===== src/rtl/uart_rx_param.sv =====
// Purpose: parametrised oversampling UART receiver with majority-vote sampling and error flags.
// Latency: rx_valid rises 1 clk after the decision tick of the last stop bit.
// Backpressure: a held word waits for rx_ready; a frame that completes while it waits is dropped and sets overrun.
//
// Ports:
//   clk        system clock
//   reset      synchronous, active-high reset
//   RxD        asynchronous serial input, idle high
//   rx_data    received word, LSB = first data bit on the line
//   rx_valid   rx_data/parity_err/frame_err valid, held until rx_valid & rx_ready
//   rx_ready   consumer accept
//   parity_err parity mismatch for the held word
//   frame_err  a stop bit of the held word was sampled 0
//   overrun    sticky lost-frame flag, cleared on accept
//   busy       receiver FSM not idle
module uart_rx_param #(
    parameter int CLK_FREQ   = 50_000_000,
    parameter int BAUDRATE   = 9_600,
    parameter int OVERSAMPLE = 16,
    parameter int DATA_BITS  = 8,
    parameter int PARITY     = 0,
    parameter int STOP_BITS  = 1
) (
    input  logic                 clk,
    input  logic                 reset,
    input  logic                 RxD,
    output logic [DATA_BITS-1:0] rx_data,
    output logic                 rx_valid,
    input  logic                 rx_ready,
    output logic                 parity_err,
    output logic                 frame_err,
    output logic                 overrun,
    output logic                 busy
);

    localparam int DIV = CLK_FREQ / (BAUDRATE * OVERSAMPLE);
    localparam int TW  = (DIV > 1) ? $clog2(DIV) : 1;
    localparam int SW  = $clog2(OVERSAMPLE);
    localparam int BW  = $clog2(DATA_BITS);

    localparam logic [TW-1:0] T_LAST = TW'(DIV - 1);
    localparam logic [SW-1:0] S_LAST = SW'(OVERSAMPLE - 1);
    localparam logic [SW-1:0] S_V0   = SW'(OVERSAMPLE / 2 - 1);
    localparam logic [SW-1:0] S_V1   = SW'(OVERSAMPLE / 2);
    localparam logic [SW-1:0] S_V2   = SW'(OVERSAMPLE / 2 + 1);
    localparam logic [BW-1:0] B_LAST = BW'(DATA_BITS - 1);
    localparam logic          STOP_LAST = 1'(STOP_BITS - 1);

    localparam logic [2:0] ST_IDLE      = 3'd0;
    localparam logic [2:0] ST_START     = 3'd1;
    localparam logic [2:0] ST_DATA      = 3'd2;
    localparam logic [2:0] ST_PARITY    = 3'd3;
    localparam logic [2:0] ST_STOP      = 3'd4;
    localparam logic [2:0] ST_WAIT_HIGH = 3'd5;

    logic                 rxs_meta_q, rxs_meta_d;
    logic                 rxs_q, rxs_d;
    logic [TW-1:0]        tick_cnt_q, tick_cnt_d;
    logic [2:0]           state_q, state_d;
    logic [SW-1:0]        s_cnt_q, s_cnt_d;
    logic [BW-1:0]        bit_cnt_q, bit_cnt_d;
    logic                 stop_cnt_q, stop_cnt_d;
    logic [1:0]           vote_q, vote_d;
    logic [DATA_BITS-1:0] shreg_q, shreg_d;
    logic                 perr_q, perr_d;
    logic                 ferr_q, ferr_d;
    logic [DATA_BITS-1:0] rx_data_q, rx_data_d;
    logic                 rx_valid_q, rx_valid_d;
    logic                 parity_err_q, parity_err_d;
    logic                 frame_err_q, frame_err_d;
    logic                 overrun_q, overrun_d;

    logic tick;
    logic vote;
    logic decide;
    logic bit_end;
    logic complete;

    always_comb begin
        rxs_meta_d   = RxD;
        rxs_d        = rxs_meta_q;
        tick_cnt_d   = tick_cnt_q;
        state_d      = state_q;
        s_cnt_d      = s_cnt_q;
        bit_cnt_d    = bit_cnt_q;
        stop_cnt_d   = stop_cnt_q;
        vote_d       = vote_q;
        shreg_d      = shreg_q;
        perr_d       = perr_q;
        ferr_d       = ferr_q;
        rx_data_d    = rx_data_q;
        rx_valid_d   = rx_valid_q;
        parity_err_d = parity_err_q;
        frame_err_d  = frame_err_q;
        overrun_d    = overrun_q;
        complete     = 1'b0;

        tick       = (tick_cnt_q == T_LAST);
        tick_cnt_d = tick ? '0 : tick_cnt_q + TW'(1);

        // The third sample is the live rxs value at the decision tick.
        vote    = (vote_q[0] & vote_q[1]) | (vote_q[0] & rxs_q) | (vote_q[1] & rxs_q);
        decide  = (s_cnt_q == S_V2);
        bit_end = (s_cnt_q == S_LAST);

        if (tick) begin
            if (state_q != ST_IDLE && state_q != ST_WAIT_HIGH) begin
                s_cnt_d = bit_end ? '0 : s_cnt_q + SW'(1);
                if (s_cnt_q == S_V0) vote_d[0] = rxs_q;
                if (s_cnt_q == S_V1) vote_d[1] = rxs_q;
            end

            case (state_q)
                ST_IDLE: begin
                    if (!rxs_q) begin
                        state_d    = ST_START;
                        s_cnt_d    = '0;
                        bit_cnt_d  = '0;
                        stop_cnt_d = 1'b0;
                        perr_d     = 1'b0;
                        ferr_d     = 1'b0;
                    end
                end
                ST_START: begin
                    // A start bit that votes high was noise: drop it silently.
                    if (decide && vote) state_d = ST_IDLE;
                    else if (bit_end)   state_d = ST_DATA;
                end
                ST_DATA: begin
                    if (decide) shreg_d = {vote, shreg_q[DATA_BITS-1:1]};
                    if (bit_end) begin
                        if (bit_cnt_q == B_LAST)
                            state_d = (PARITY != 0) ? ST_PARITY : ST_STOP;
                        else
                            bit_cnt_d = bit_cnt_q + BW'(1);
                    end
                end
                ST_PARITY: begin
                    if (decide) begin
                        if (PARITY == 1) perr_d = ~(^shreg_q ^ vote);
                        else             perr_d = ^shreg_q ^ vote;
                    end
                    if (bit_end) state_d = ST_STOP;
                end
                ST_STOP: begin
                    if (decide) begin
                        if (!vote) ferr_d = 1'b1;
                        // Leave at mid-bit of the last stop bit so the next
                        // start edge is caught without a half-bit blind spot.
                        if (stop_cnt_q == STOP_LAST) begin
                            complete = 1'b1;
                            state_d  = vote ? ST_IDLE : ST_WAIT_HIGH;
                        end
                    end else if (bit_end) begin
                        stop_cnt_d = 1'b1;
                    end
                end
                ST_WAIT_HIGH: begin
                    if (rxs_q) state_d = ST_IDLE;
                end
                default: state_d = ST_IDLE;
            endcase
        end

        if (rx_valid_q && rx_ready) begin
            rx_valid_d = 1'b0;
            overrun_d  = 1'b0;
        end

        if (complete) begin
            if (!rx_valid_q || rx_ready) begin
                rx_data_d    = shreg_q;
                parity_err_d = perr_q;
                frame_err_d  = ferr_q | ~vote;
                rx_valid_d   = 1'b1;
            end else begin
                overrun_d = 1'b1;
            end
        end
    end

    always_ff @(posedge clk) begin
        if (reset) begin
            rxs_meta_q   <= 1'b1;
            rxs_q        <= 1'b1;
            tick_cnt_q   <= '0;
            state_q      <= ST_IDLE;
            s_cnt_q      <= '0;
            bit_cnt_q    <= '0;
            stop_cnt_q   <= 1'b0;
            vote_q       <= 2'b11;
            shreg_q      <= '0;
            perr_q       <= 1'b0;
            ferr_q       <= 1'b0;
            rx_data_q    <= '0;
            rx_valid_q   <= 1'b0;
            parity_err_q <= 1'b0;
            frame_err_q  <= 1'b0;
            overrun_q    <= 1'b0;
        end else begin
            rxs_meta_q   <= rxs_meta_d;
            rxs_q        <= rxs_d;
            tick_cnt_q   <= tick_cnt_d;
            state_q      <= state_d;
            s_cnt_q      <= s_cnt_d;
            bit_cnt_q    <= bit_cnt_d;
            stop_cnt_q   <= stop_cnt_d;
            vote_q       <= vote_d;
            shreg_q      <= shreg_d;
            perr_q       <= perr_d;
            ferr_q       <= ferr_d;
            rx_data_q    <= rx_data_d;
            rx_valid_q   <= rx_valid_d;
            parity_err_q <= parity_err_d;
            frame_err_q  <= frame_err_d;
            overrun_q    <= overrun_d;
        end
    end

    assign rx_data    = rx_data_q;
    assign rx_valid   = rx_valid_q;
    assign parity_err = parity_err_q;
    assign frame_err  = frame_err_q;
    assign overrun    = overrun_q;
    assign busy       = (state_q != ST_IDLE);

endmodule


===== config.mk =====
export PLATFORM = sky130hd
export DESIGN_NAME = uart_rx_param
export DESIGN_NICKNAME = d
export VERILOG_FILES = /design/src/rtl/uart_rx_param.sv
export SDC_FILE = /design/constraint.sdc
export NUM_CORES = 1
export LEC_CHECK = 0
export ABC_AREA = 1
export BUFFER_PORTS_ARGS = -buffer_cell sky130_fd_sc_hd__buf_2
export CORE_ASPECT_RATIO = 1.4
export CORE_UTILIZATION = 46
export CTS_BUF_LIST = sky130_fd_sc_hd__clkbuf_16
export DETAILED_ROUTE_END_ITERATION = 8
export HOLD_SLACK_MARGIN = 0.05
export SYNTH_ARGS = -nofsm -noshare
export SYNTH_HDL_FRONTEND = slang
export SYNTH_SLANG_ARGS = --single-unit

===== constraint.sdc =====
create_clock -name clk -period 3 [get_ports clk]
set_clock_uncertainty 0.2 [all_clocks]
set_input_delay 0.15 -clock clk [delete_from_list [all_inputs] [get_ports clk]]
set_output_delay 0.15 -clock clk [all_outputs]
set_load 0.005 [all_outputs]

Word level (Yosys, flattened, before mapping)
Cells that the tools add are included.
- logic and storage cells: 112
- flip-flop bits (word level): 46
- output and inout port bits: 13
- bits of input ports: 4
- reduce and logical (&&, ||, !) cells: 21
- equality and inequality tests: 25
- add/subtract/negate cells: 3
- bitwise gates (word level): 8
- mux-type cells: 38
- operators with widths (kind ; count):
    3-bit two-way mux ; 13
    2-bit != test, second input constant ; 12
    3-bit case mux with 6 select lines ; 1
    1-bit two-way mux ; 16
    4-bit two-way mux ; 4
    5-bit AND reduction ; 3
    4-bit == test, second input constant ; 3
    9-bit by 1-bit adder with 9-bit output, second input constant ; 1
    3-bit == test, second input constant ; 3
    9-bit == test, second input constant ; 1
    3-bit AND reduction ; 3
    9-bit AND reduction ; 1
    8-bit XOR reduction ; 1
    3-bit by 2-bit == test with 1-bit output, second input constant ; 2
    3-bit != test, second input constant ; 2
    1-bit case mux with 2 select lines ; 3
    3-bit case mux with 2 select lines ; 1
    2-bit nonzero test ; 3
    4-bit by 1-bit adder with 4-bit output, second input constant ; 1
    4-bit by 3-bit == test with 1-bit output, second input constant ; 1
    4-bit AND reduction ; 1
    3-bit by 1-bit adder with 3-bit output, second input constant ; 1
    1-bit AND ; 3
    3-bit by 1-bit == test with 1-bit output, second input constant ; 1
    other kinds (10) ; 14

Depth between registers and ports, before layout
Gate-level depths: netlist of the first run.
- depth in word-level cells: 7
- mapped depth: 10
- mapped depth without buffers: 10

Least setup slack after synthesis of the first run
OpenSTA, ideal clock, no wires.
- kind: flip-flop to flip-flop
- start: register s_cnt_q[1]
- end: register state_q[0]
- arrival: 1348 ps
- clock period less this slack: 1661 ps
- path slack: 1339 ps
- stages on the path, launching flop included: 10
- library setup time: 113 ps
- data required time: 2687 ps
- cell sequence: dfxtp_1 > inv_1 > ha_1 > nand3_1 > nand2_1 > nand3_1 > nor2_2 > nand2_2 > nor2_1 > nor2_1
- longest elaborated chain between the ends: 4
- elaborated cells on any way between the ends: 10
- those cells by class: eq/ne (6); mux (2); reduce/logical (2)
- ends and longest elaborated chain (item ; line ; source):
    start: declaration ; 60 ; logic [SW-1:0] s_cnt_q, s_cnt_d;
    start signal: assignment ; 205 ; s_cnt_q <= s_cnt_d;
    4-bit == test ; 103 ; decide = (s_cnt_q == S_V2);
    1-bit logical AND ; 126 ; if (decide && vote) state_d = ST_IDLE;
    3-bit != test (no source line) or 3-bit two-way mux (tied branches) ; - ;
    9-bit AND reduction (no source line) or 3-bit case mux with 6 select lines (tied branches) ; - ;
    end signal: assignment ; 204 ; state_q <= state_d;
    end: declaration ; 59 ; logic [2:0] state_q, state_d;
Parallel ways exist; a longest one is shown, timed or not.
A chain may end at the register's enable or synchronous reset.

Worst setup path in the final report of the first run
- start: register tick_cnt_q[0]
- end: register overrun_q (netlist: overrun)
- longest elaborated chain between the ends: 3
- ends and longest elaborated chain (item ; line ; source):
    start: declaration ; 58 ; logic [TW-1:0] tick_cnt_q, tick_cnt_d;
    start signal: assignment ; 203 ; tick_cnt_q <= tick_cnt_d;
    9-bit == test ; 98 ; tick = (tick_cnt_q == T_LAST);
    1-bit two-way mux ; 106 ; if (tick) begin
    1-bit two-way mux ; 170 ; if (complete) begin
    end signal: assignment ; 216 ; overrun_q <= overrun_d;
    end: declaration ; 71 ; logic overrun_q, overrun_d;
No other way between the ends.

==> impl_metrics.yaml, run 1 <==
synthesis:
  synthCells: 337
  synth-seq-area-share_pct: 39.48
  ys_warn_count: 0
  synth_fp_nets: 348
  synth_flop_cell: "dfxtp_1"
  synth_edf_count: 0
  syn_avg_cell_area_sq_um: 6.921
  async_flop_share_pct: 0
  synth_area_sq_mm: 0.002332
  synth_top_area_share_pct: 39.48
  synth_top_cell_by_area: "dfxtp_1"
  synth_cell_types: 31
  ys_ff_latch: 46
  netlist_top_cells_area: "dfxtp_1, nand2_1, inv_1"
clock_tree:
  cts.sinks: 46
  cts_buffers: 5
  clk_latency_ps: 280
  root_buffer: "clkbuf_16"
  clkTransAtPathRegs_ps: 70
  tritoncts: "yes"
  clock_path_buffers: 2
  htree_levels: 2
  cts_setup_buffers: 0
route:
  viasPerCell: 4.953
  ant_nets: 0
  wl_per_cell_um: 11.71
  first_pass_iters: 4
  wirelength_um: 4977
  routed-via-count: 2105
  drc: 0
  drtIter0Drc: 104
placement:
  placed_area_sq_mm: 0.002462
  place.port_buffers: 16
  dpl.cell_count: 413
  gp_congestion: 0.8405
  dp_hpwl_um: 3728
finish:
  nFillCells: 508
  most-common-layout-cells: "nand2_1, dfxtp_1, inv_1, nor2_1, a21oi_1"
  drive_above_1_share_pct: 15.51
  finish.utilization_pct: 54.36
  area_delta_synth_final_pct: 13.73
  nets: 371
  fin_cells: 425
  layout_commonest_cell: "nand2_1"
  diodes: 0
  multi_input_area_sq_mm: 0.001201
  seq_area_sq_um: 920.9
  final_area_sq_mm: 0.002653
sta:
  setup_tns_ps: 0
  setup_violations: 0
  slew_viol_final: 0
  worstMarginPinSlew_ps: 566.3
  rsz0062_at_grt: "false"
  clock.fmax_ghz: 0.4644
  min_period_over_period_pct: 71.78
  hold_viol_final: 0
  min_period_ps: 2153
  slew_headroom_pct: 61.99
flow_run:
  maxCapViolCount: 0
worst_setup_path:
  crit_path_max_fanout: 6
  start_kind: "register"
  path_class: "register to register"
  slowest_stage: "dlygate4sd3_1"
  cp_top_family: "buffers and inverters"
  critPathBufInv: 3
  crit_chain: "inv_1 > ha_1 > nand4_1 > nor2_4 > nand2_2 > inv_1 > a22oi_1 > nor2_1 > dlygate4sd3_1"
  max_stage_delay_ps: 560
  arrival_ps: 2130
  worst_ep_required_time_ps: 2980
  endpoint_kind: "register"
  cp_common_cell: "inv_1"
pwr:
  pwr-share-clk_pct: 45.9
  p_sw_mw: 0.2631
  pwr-share-comb_pct: 2.5
  ir_drop_mv: 0.3495
  power.share.sequential_pct: 51.5
  p_sw_share_pct: 21.88
  leakage_nw: 1.192
  p_int_mw: 0.9391
  power_density_mw_per_mm2: 453.2
floorplanning:
  fp.dieW_um: 62.18
  start_util_pct: 47.79
  core_area_sq_mm: 0.004880
  die_area_sq_mm: 0.005363
  boundaryPins: 17
  fp-row-count: 30
  dieHeight_um: 86.25
min_path:
  hold_path_class: "register to register"
grt:
  antenna_found_initial: 0
  grt_pass1_wl_um: 8576
  grt_max_degree: 19
  grt-ovfl-total: 0
  grt_pass1_vias: 1924
  grt_usage_pct: 20.30
status:
  status: "complete, no violations"
sequential cells by signal, indices dropped and copies added (netlist names):
signal,count
perr_q,1
s_cnt_q,4
ferr_q,1
rx_data,8
bit_cnt_q,3
rxs_d,1
rx_valid,1
state_q,3
tick_cnt_q,9
frame_err,1
shreg_q,8
vote_q,2
rxs_q,1
stop_cnt_q,1
parity_err,1
overrun,1
synthesized netlist by cell type (2+ instances only):
| master | n |
|---|---|
| a21oi_1 | 24 |
| nor2_4 | 3 |
| nand2_1 | 92 |
| ha_1 | 7 |
| nand4_1 | 5 |
| inv_2 | 10 |
| nand2_2 | 6 |
| buf_6 | 2 |
| clkbuf_1 | 2 |
| o21ai_0 | 20 |
| inv_1 | 38 |
| nor3_1 | 8 |
| nand3_1 | 14 |
| o21ai_1 | 4 |
| a31oi_1 | 2 |
| nor2_2 | 4 |
| nand3_2 | 2 |
| nor2_1 | 33 |
| dfxtp_1 | 46 |
| a211oi_1 | 2 |
| or2_2 | 2 |
| nor3_4 | 2 |
kinds of logic after synthesis:
logic type | Yosys count | synth area share, %
xor gates and xnor gates | 1 | 0.3756
adders and majority gates | 7 | 3.755
DFF | 46 | 39.48
AOI/OAI and AO/OA | 57 | 13.25
and+or+nand+nor | 174 | 34.12
buffers and inverters | 52 | 9.013
power by group through the flow:
stage | Combinational, mW | Sequential, mW | Clock, mW
after CTS | 0.0309 | 0.619 | 0.572
after floorplan | 0.0216 | 0.633 | 0
after detailed placement | 0.0279 | 0.634 | 0
final | 0.0306 | 0.620 | 0.552
after global routing | 0.0351 | 0.620 | 0.593
after global placement | 0.0277 | 0.634 | 0
worst register-to-register path: stages (launching register included):
cell and delay, ps:
dfxtp_1 390, inv_1 60, ha_1 210, nand4_1 180
nor2_4 90, nand2_2 110, inv_1 60, a22oi_1 140
nor2_1 50, dlygate4sd3_1 560
per-layer routing:
metal  part of all wire (%)  routed length, um  global-route usage (%)  vias up
li1                       -                  -                       -     1125
met1                     43               2156                   22.07      947
met2                     52               2603                   38.76       27
met3                    3.0                151                   4.605        6
met4                    1.3                 65                   6.342        0
met5                      0                  0                       0        -
metrics by stage:
stage / power (mW) / hold slack (ps) / setup WS (ps)
final: 1.202 / 208.7 / 846.7
after global routing: 1.249 / 214.3 / 704.2
after CTS: 1.223 / 210.5 / 848.6
after detailed placement: 0.6616 / 136.2 / 1001
after global placement: 0.6614 / 132.0 / 1041
after floorplan: 0.6541 / 53.81 / 1339
final timing paths:
check / startpoint / end / slack (ps) / depth (start not counted)
max: tick_cnt_q[0]$_SDFF_PP0_ / overrun$_SDFF_PP0_ / 850 / 9
min: rxs_d$_SDFF_PP1_ / rxs_q$_SDFF_PP1_ / 210 / 1
max reg2reg: tick_cnt_q[0]$_SDFF_PP0_ / overrun$_SDFF_PP0_ / 850 / 9
min reg2reg: rxs_d$_SDFF_PP1_ / rxs_q$_SDFF_PP1_ / 210 / 1
area by class of cell:
class	instances	area share (%)
Multi-Input combinational cell	239	45.28
Tap cell	64	3.019
Clock buffer	5	4.717
Inverter	48	6.792
Timing Repair Buffer	20	4.528
Clock inverter	3	0.9434
Sequential cell	46	34.72
timing repair:
action	in CTS	in global routing
hold buffers	4	0
gates resized for setup	0	0
hold endpoints to repair	4	0
Power figures use the tool's default switching activity.
==> run 2, diff against run 1 <==
Settings changed: PLACE_DENSITY set to 0.66.
Clock period 3 ns to 1.81 ns, I/O delays scaled along.
==> run 2 against run 1 <==
  * The flow now finishes with violations (setup timing)
  * Die area is the same
  * Maximum frequency grew 17%
  * Routed wire length grew 8.2%
  * Sequential share of layout area shrank 2.9 points
==> impl_metrics.yaml, run 2 (same netlist as run 1, synthesis figures left out) <==
pwr:
  power_density_mw_per_mm2: 701.1
  ir_drop_mv: 0.4488
  leakage_nw: 1.340
  power_mw: 2.035
sta:
  clock.fmax_ghz: 0.5446
  fin_ws_ps: -26.31
  min_period_over_period_pct: 101.5
  setup_violations: 3
  slew_viol_final: 0
  setup_tns_ps: -32.59
  slew_headroom_pct: 75.49
  rsz0062_at_grt: "true"
  hold_viol_final: 0
  whs_ps: 209.2
  min_period_ps: 1836
  worstMarginPinSlew_ps: 366.4
finish:
  largest_register: "tick_cnt_q"
  layout_commonest_cell: "nand2_1"
  largest_reg_flops: 9
  seq_area_sq_um: 924.6
  most-common-layout-cells: "nand2_1, dfxtp_1, inv_1, nor2_1, a21oi_1"
  nFillCells: 487
  final_area_sq_mm: 0.002903
  nets: 391
  diodes: 0
  area_delta_synth_final_pct: 24.46
  drive_above_1_share_pct: 25.46
  multi_input_area_sq_mm: 0.001280
placement:
  dp_hpwl_um: 3862
  gp_congestion: 0.8036
  place.port_buffers: 16
  placed_area_sq_mm: 0.002582
clock_tree:
  cts_buffers: 5
  htree_levels: 2
  root_buffer: "clkbuf_16"
  cts.sinks: 46
  clock_path_buffers: 2
  clkTransAtPathRegs_ps: 70
  clk_latency_ps: 290
  tritoncts: "yes"
worst_setup_path:
  arrival_ps: 1860
  worstReg2RegStart: "tick_cnt_q[0]$_SDFF_PP0_"
  endpoint_kind: "register"
  r2r_setup_slack_ps: -30
  crit_path_max_fanout: 7
  worst_ep_required_time_ps: 1830
  slowest_stage: "dfxtp_2"
  path_class: "register to register"
  crit_chain: "inv_2 > ha_4 > nand4_1 > nor2_4 > nand2_2 > nor2_4 > buf_6 > nand2_2 > a21oi_2"
  rr_worst_depth: 9
  start_kind: "register"
  max_stage_delay_ps: 330
  rr_endpoint: "rx_data[4]$_SDFFE_PP0P_"
route:
  wirelength_um: 5385
  viasPerCell: 4.982
  drtIter0Drc: 141
  ant_nets: 0
  drc: 0
  first_pass_iters: 4
  routed-via-count: 2217
  wl_per_cell_um: 12.10
grt:
  grt_max_degree: 18
  antenna_found_initial: 0
  grt_usage_pct: 20.59
  grt_pass1_wl_um: 8680
  grt_pass1_vias: 2037
  grt-ovfl-total: 0
min_path:
  min_path_cells: 1
  min_from: "rxs_d$_SDFF_PP1_"
  worst_hold_path.endpoint: "rxs_q$_SDFF_PP1_"
  hold_path_class: "register to register"
floorplanning:
  boundaryPins: 17
  start_util_pct: 47.79
  dieHeight_um: 86.25
  fp-row-count: 30
  fp.dieW_um: 62.18
  core_area_sq_mm: 0.004880
  die_area_sq_mm: 0.005363
status:
  violations: "setup timing"
  status: "finished with violations"
flow_run:
  maxCapViolCount: 0
run 2: changes by cell type in the layout (fill, tap and decap cells not counted), moves of 3 or more:
cell	before	now
buf_6	0	4
a21oi_1	24	19
dfxtp_1	46	43
buf_4	0	16
nand2_1	92	85
o21ai_0	20	16
nand2_4	0	3
nand2_2	6	10
o21ai_1	4	8
a21oi_2	1	6
dfxtp_2	0	3
run 2: worst max-delay path by stage:
stage / from / to / cells past startpoint
after floorplan: s_cnt_q[1]$_SDFFE_PP0P_ / state_q[0]$_SDFFE_PP0P_ / 9
after global placement: s_cnt_q[1]$_SDFFE_PP0P_ / shreg_q[0]$_SDFFE_PP0P_ / 7
after detailed placement: tick_cnt_q[0]$_SDFF_PP0_ / shreg_q[4]$_SDFFE_PP0P_ / 9
after CTS: tick_cnt_q[0]$_SDFF_PP0_ / shreg_q[3]$_SDFFE_PP0P_ / 9
after global routing: tick_cnt_q[1]$_SDFF_PP0_ / shreg_q[3]$_SDFFE_PP0P_ / 9
final: tick_cnt_q[0]$_SDFF_PP0_ / rx_data[4]$_SDFFE_PP0P_ / 9
run 2: worst max-delay path: cells and delay by family, from the launching register on:
kind | cells | cell delay (ps)
adders and majority gates | 1 | 130
DFF | 1 | 330
and+or+nand+nor | 5 | 770
AOI/OAI and AO/OA | 1 | 140
buffers and inverters | 2 | 210
run 2: metrics by stage:
stage                     setup slack [ps]  util (%)  std cells
after floorplan                      148.7         -        337
after global placement               79.59     52.92        429
after detailed placement             20.76     52.92        429
after CTS                           0.3642     56.82        441
after global routing                -143.4     59.49        445
final                               -26.31     59.49        445
run 2: final cells by class:
| class | count | share of cell area [%] |
|---|---|---|
| Tap cell | 64 | 2.759 |
| Sequential cell | 46 | 31.85 |
| Clock buffer | 5 | 4.310 |
| Inverter | 48 | 6.293 |
| Multi-Input combinational cell | 239 | 44.09 |
| Clock inverter | 3 | 0.8621 |
| Timing Repair Buffer | 40 | 9.828 |
run 2: what timing repair did:
action,4_1_cts,5_1_grt
endpoints found under the hold margin,10,0
gates resized for setup,0,34
buffers inserted,0,4
hold buffers,4,0
setup endpoints to repair,0,30
run 2: routing by layer:
metal / GRT usage, % / share of wire [%] / up-vias
li1: - / - / 1168
met4: 10.78 / 2.3 / 0
met3: 4.737 / 3.3 / 11
met1: 20.79 / 40 / 996
met5: 0 / 0 / -
met2: 39.16 / 54 / 42
run 2: power by group:
group	switching (mW)	internal, mW
sequential	0.00556	1.02
clock	0.412	0.519
combinational	0.0428	0.0358
==> run 3, diff against run 2 <==
Settings changed: ABC_AREA 1 to 0.
==> run 3 against run 2 <==
  * The run still ends with setup timing left
  * Count of clock-buffer cells in the layout unchanged
  * Via count fell by 7.5%
  * First-iteration DRC count shrank 27%
  * Clock power up 14%
  * Sequential cell count unchanged
  * Critical path type unchanged
  * Highest routed layer unchanged
  * Final area increased by 7.4%
==> impl_metrics.yaml, run 3 <==
route:
  ant_nets: 0
  wl_per_cell_um: 15.19
  drtIter0Drc: 103
  first_pass_iters: 4
  routed-via-count: 2051
  drc: 0
  wirelength_um: 5757
  viasPerCell: 5.412
pwr:
  leakage_nw: 1.327
  power_mw: 2.154
  ir_drop_mv: 0.6145
  pwr-share-clk_pct: 49.0
  pwr-share-comb_pct: 3.6
  p_sw_share_pct: 20.86
  power_density_mw_per_mm2: 691.0
  power.share.sequential_pct: 47.3
  p_sw_mw: 0.4492
  p_int_mw: 1.705
clock_tree:
  clock_path_buffers: 2
  cts_buffers: 5
  clk_latency_ps: 290
  tritoncts: "yes"
  clkTransAtPathRegs_ps: 70
  htree_levels: 2
  cts.sinks: 46
  root_buffer: "clkbuf_16"
synthesis:
  synth_cell_types: 55
  synth_top_cell_by_area: "dfxtp_1"
  synth_area_sq_mm: 0.002305
  async_flop_share_pct: 0
  yosysMostFrequentCell: "dfxtp_1"
  ys_ff_latch: 46
  netlist_top_cells_area: "dfxtp_1, mux2i_1, a21oi_1"
  synthCells: 253
  synth_common_cells: "dfxtp_1, nor2_1, a21oi_1, nand3_1"
  synth_top_area_share_pct: 39.96
  ys_warn_count: 0
  syn_avg_cell_area_sq_um: 9.110
  synth_flop_cell: "dfxtp_1"
  synth_fp_nets: 264
  synth-seq-area-share_pct: 39.96
  synth_edf_count: 0
placement:
  dp_hpwl_um: 3922
  dpl.cell_count: 362
  place.port_buffers: 16
  gp_congestion: 0.8249
  placed_area_sq_mm: 0.002724
finish:
  fin_cells: 379
  drive_above_1_share_pct: 36.51
  most-common-layout-cells: "buf_4, dfxtp_1, nor2_1, a21oi_1, buf_2"
  nFillCells: 372
  final_area_sq_mm: 0.003117
  layout_commonest_cell: "buf_4"
  area_delta_synth_final_pct: 35.23
  largest_register: "tick_cnt_q"
  finish.utilization_pct: 64.37
  nets: 325
  diodes: 0
  largest_reg_flops: 9
worst_setup_path:
  path_class: "register to register"
  worst_ep_required_time_ps: 1790
  crit_chain: "and3b_2 > a311oi_2 > a2111o_1 > mux2_4"
  crit_path_max_fanout: 9
  arrival_ps: 1910
  slowest_stage: "dfxtp_1"
  endpoint_kind: "register"
  start_kind: "register"
  max_stage_delay_ps: 500
floorplanning:
  boundaryPins: 17
  start_util_pct: 47.60
  fp-row-count: 30
  core_area_sq_mm: 0.004842
  dieHeight_um: 85.75
  die_area_sq_mm: 0.005301
  fp.dieW_um: 61.82
grt:
  grt_pass1_vias: 2011
  grt-ovfl-total: 0
  grt_max_degree: 21
  grt_usage_pct: 23.61
  antenna_found_initial: 0
  grt_pass1_wl_um: 9239
sta:
  setup_violations: 18
  min_period_ps: 1928
  rsz0062_at_grt: "true"
  fin_ws_ps: -117.9
  slew_headroom_pct: 70.86
  setup_tns_ps: -824.0
  worstMarginPinSlew_ps: 437.1
  slew_viol_final: 0
  hold_viol_final: 0
  clock.fmax_ghz: 0.5187
  min_period_over_period_pct: 106.5
flow_run:
  maxCapViolCount: 0
status:
  status: "finished with violations"
  violations: "setup timing"
min_path:
  hold_path_class: "register to register"
[run 3: changes by cell type in the layout (fill, tap and decap cells not counted), moves of 11 or more]
cell / change
buf_4: +28
inv_1: -27
inv_2: -11
mux2i_1: +11
nand2_1: -72
nor2_1: -11
[run 3: worst paths after layout]
| path | slack, ps | cells after the start | startpoint | to |
|---|---|---|---|---|
| worst min-delay path | 210 | 1 | rxs_d$_SDFF_PP1_ | rxs_q$_SDFF_PP1_ |
| worst max register to register | -120 | 4 | s_cnt_q[3]$_SDFFE_PP0P_ | state_q[1]$_SDFFE_PP0P_ |
| worst min register to register | 210 | 1 | rxs_d$_SDFF_PP1_ | rxs_q$_SDFF_PP1_ |
| worst max-delay path | -120 | 4 | s_cnt_q[3]$_SDFFE_PP0P_ | state_q[1]$_SDFFE_PP0P_ |
[run 3: repair_timing]
| action | in CTS | in global routing |
|---|---|---|
| hold endpoints to repair | 10 | 0 |
| hold buffers | 3 | 0 |
| resized for setup | 19 | 28 |
| gates cloned | 0 | 0 |
| buffers inserted | 4 | 3 |
| pin swaps | 5 | 12 |
| endpoints found under the setup margin | 42 | 41 |
[run 3: kinds of logic (layout without fill, tap and decap cells)]
logic type,Yosys count,after routing,synth area share (%)
AOI/OAI and AO/OA,58,58,17.37
DFF,46,46,39.96
buffers and inverters,25,87,5.266
xor gates and xnor gates,14,14,5.917
and+or+nand+nor,90,90,21.99
adders and majority gates,8,8,4.234
muxes,12,12,5.266
[run 3: power by group through the flow]
| stage | logic (mW) | clock network, mW | registers, mW |
|---|---|---|---|
| 5_1_grt | 0.0896 | 1.10 | 1.02 |
| 4_1_cts | 0.0752 | 1.06 | 1.02 |
| 6_report | 0.0783 | 1.06 | 1.02 |
| 3_3_place_gp | 0.0684 | 0 | 1.05 |
| 3_5_place_dp | 0.0689 | 0 | 1.05 |
| 2_1_floorplan | 0.0399 | 0 | 1.05 |
[run 3: metal layers]
| layer | global-route usage [%] | vias up | part of all wire (%) |
|---|---|---|---|
| met2 | 40.27 | 35 | 54 |
| li1 | - | 1031 | - |
| met3 | 4.072 | 9 | 2.7 |
| met4 | 9.091 | 0 | 2.0 |
| met1 | 28.57 | 976 | 41 |
| met5 | 0 | - | 0 |
[run 3: worst max-delay path, delay by kind of cell (launching register included)]
family          cells  cell delay (ps)
mux                 1              310
flops               1              500
simple gates        1              260
compound gates      2              550
[run 3: stage by stage]
step	hold slack (ps)	setup slack, ps
floorplan	-9.034	-154.6
global placement	73.07	-95.04
detailed placement	77.03	-195.1
CTS	215.0	-110.5
global route	238.4	-161.7
finish	211.6	-117.9
[run 3: final cells by class]
type                            instances  area [sq um]  share of cell area (%)
Clock inverter                          3         43.79                   1.405
Inverter                               10         40.04                   1.285
Sequential cell                        46         935.9                   30.03
Tap cell                               64         80.08                   2.569
Timing Repair Buffer                   69         508.0                   16.30
Multi-Input combinational cell        182          1384                   44.40
Clock buffer                            5         125.1                   4.014
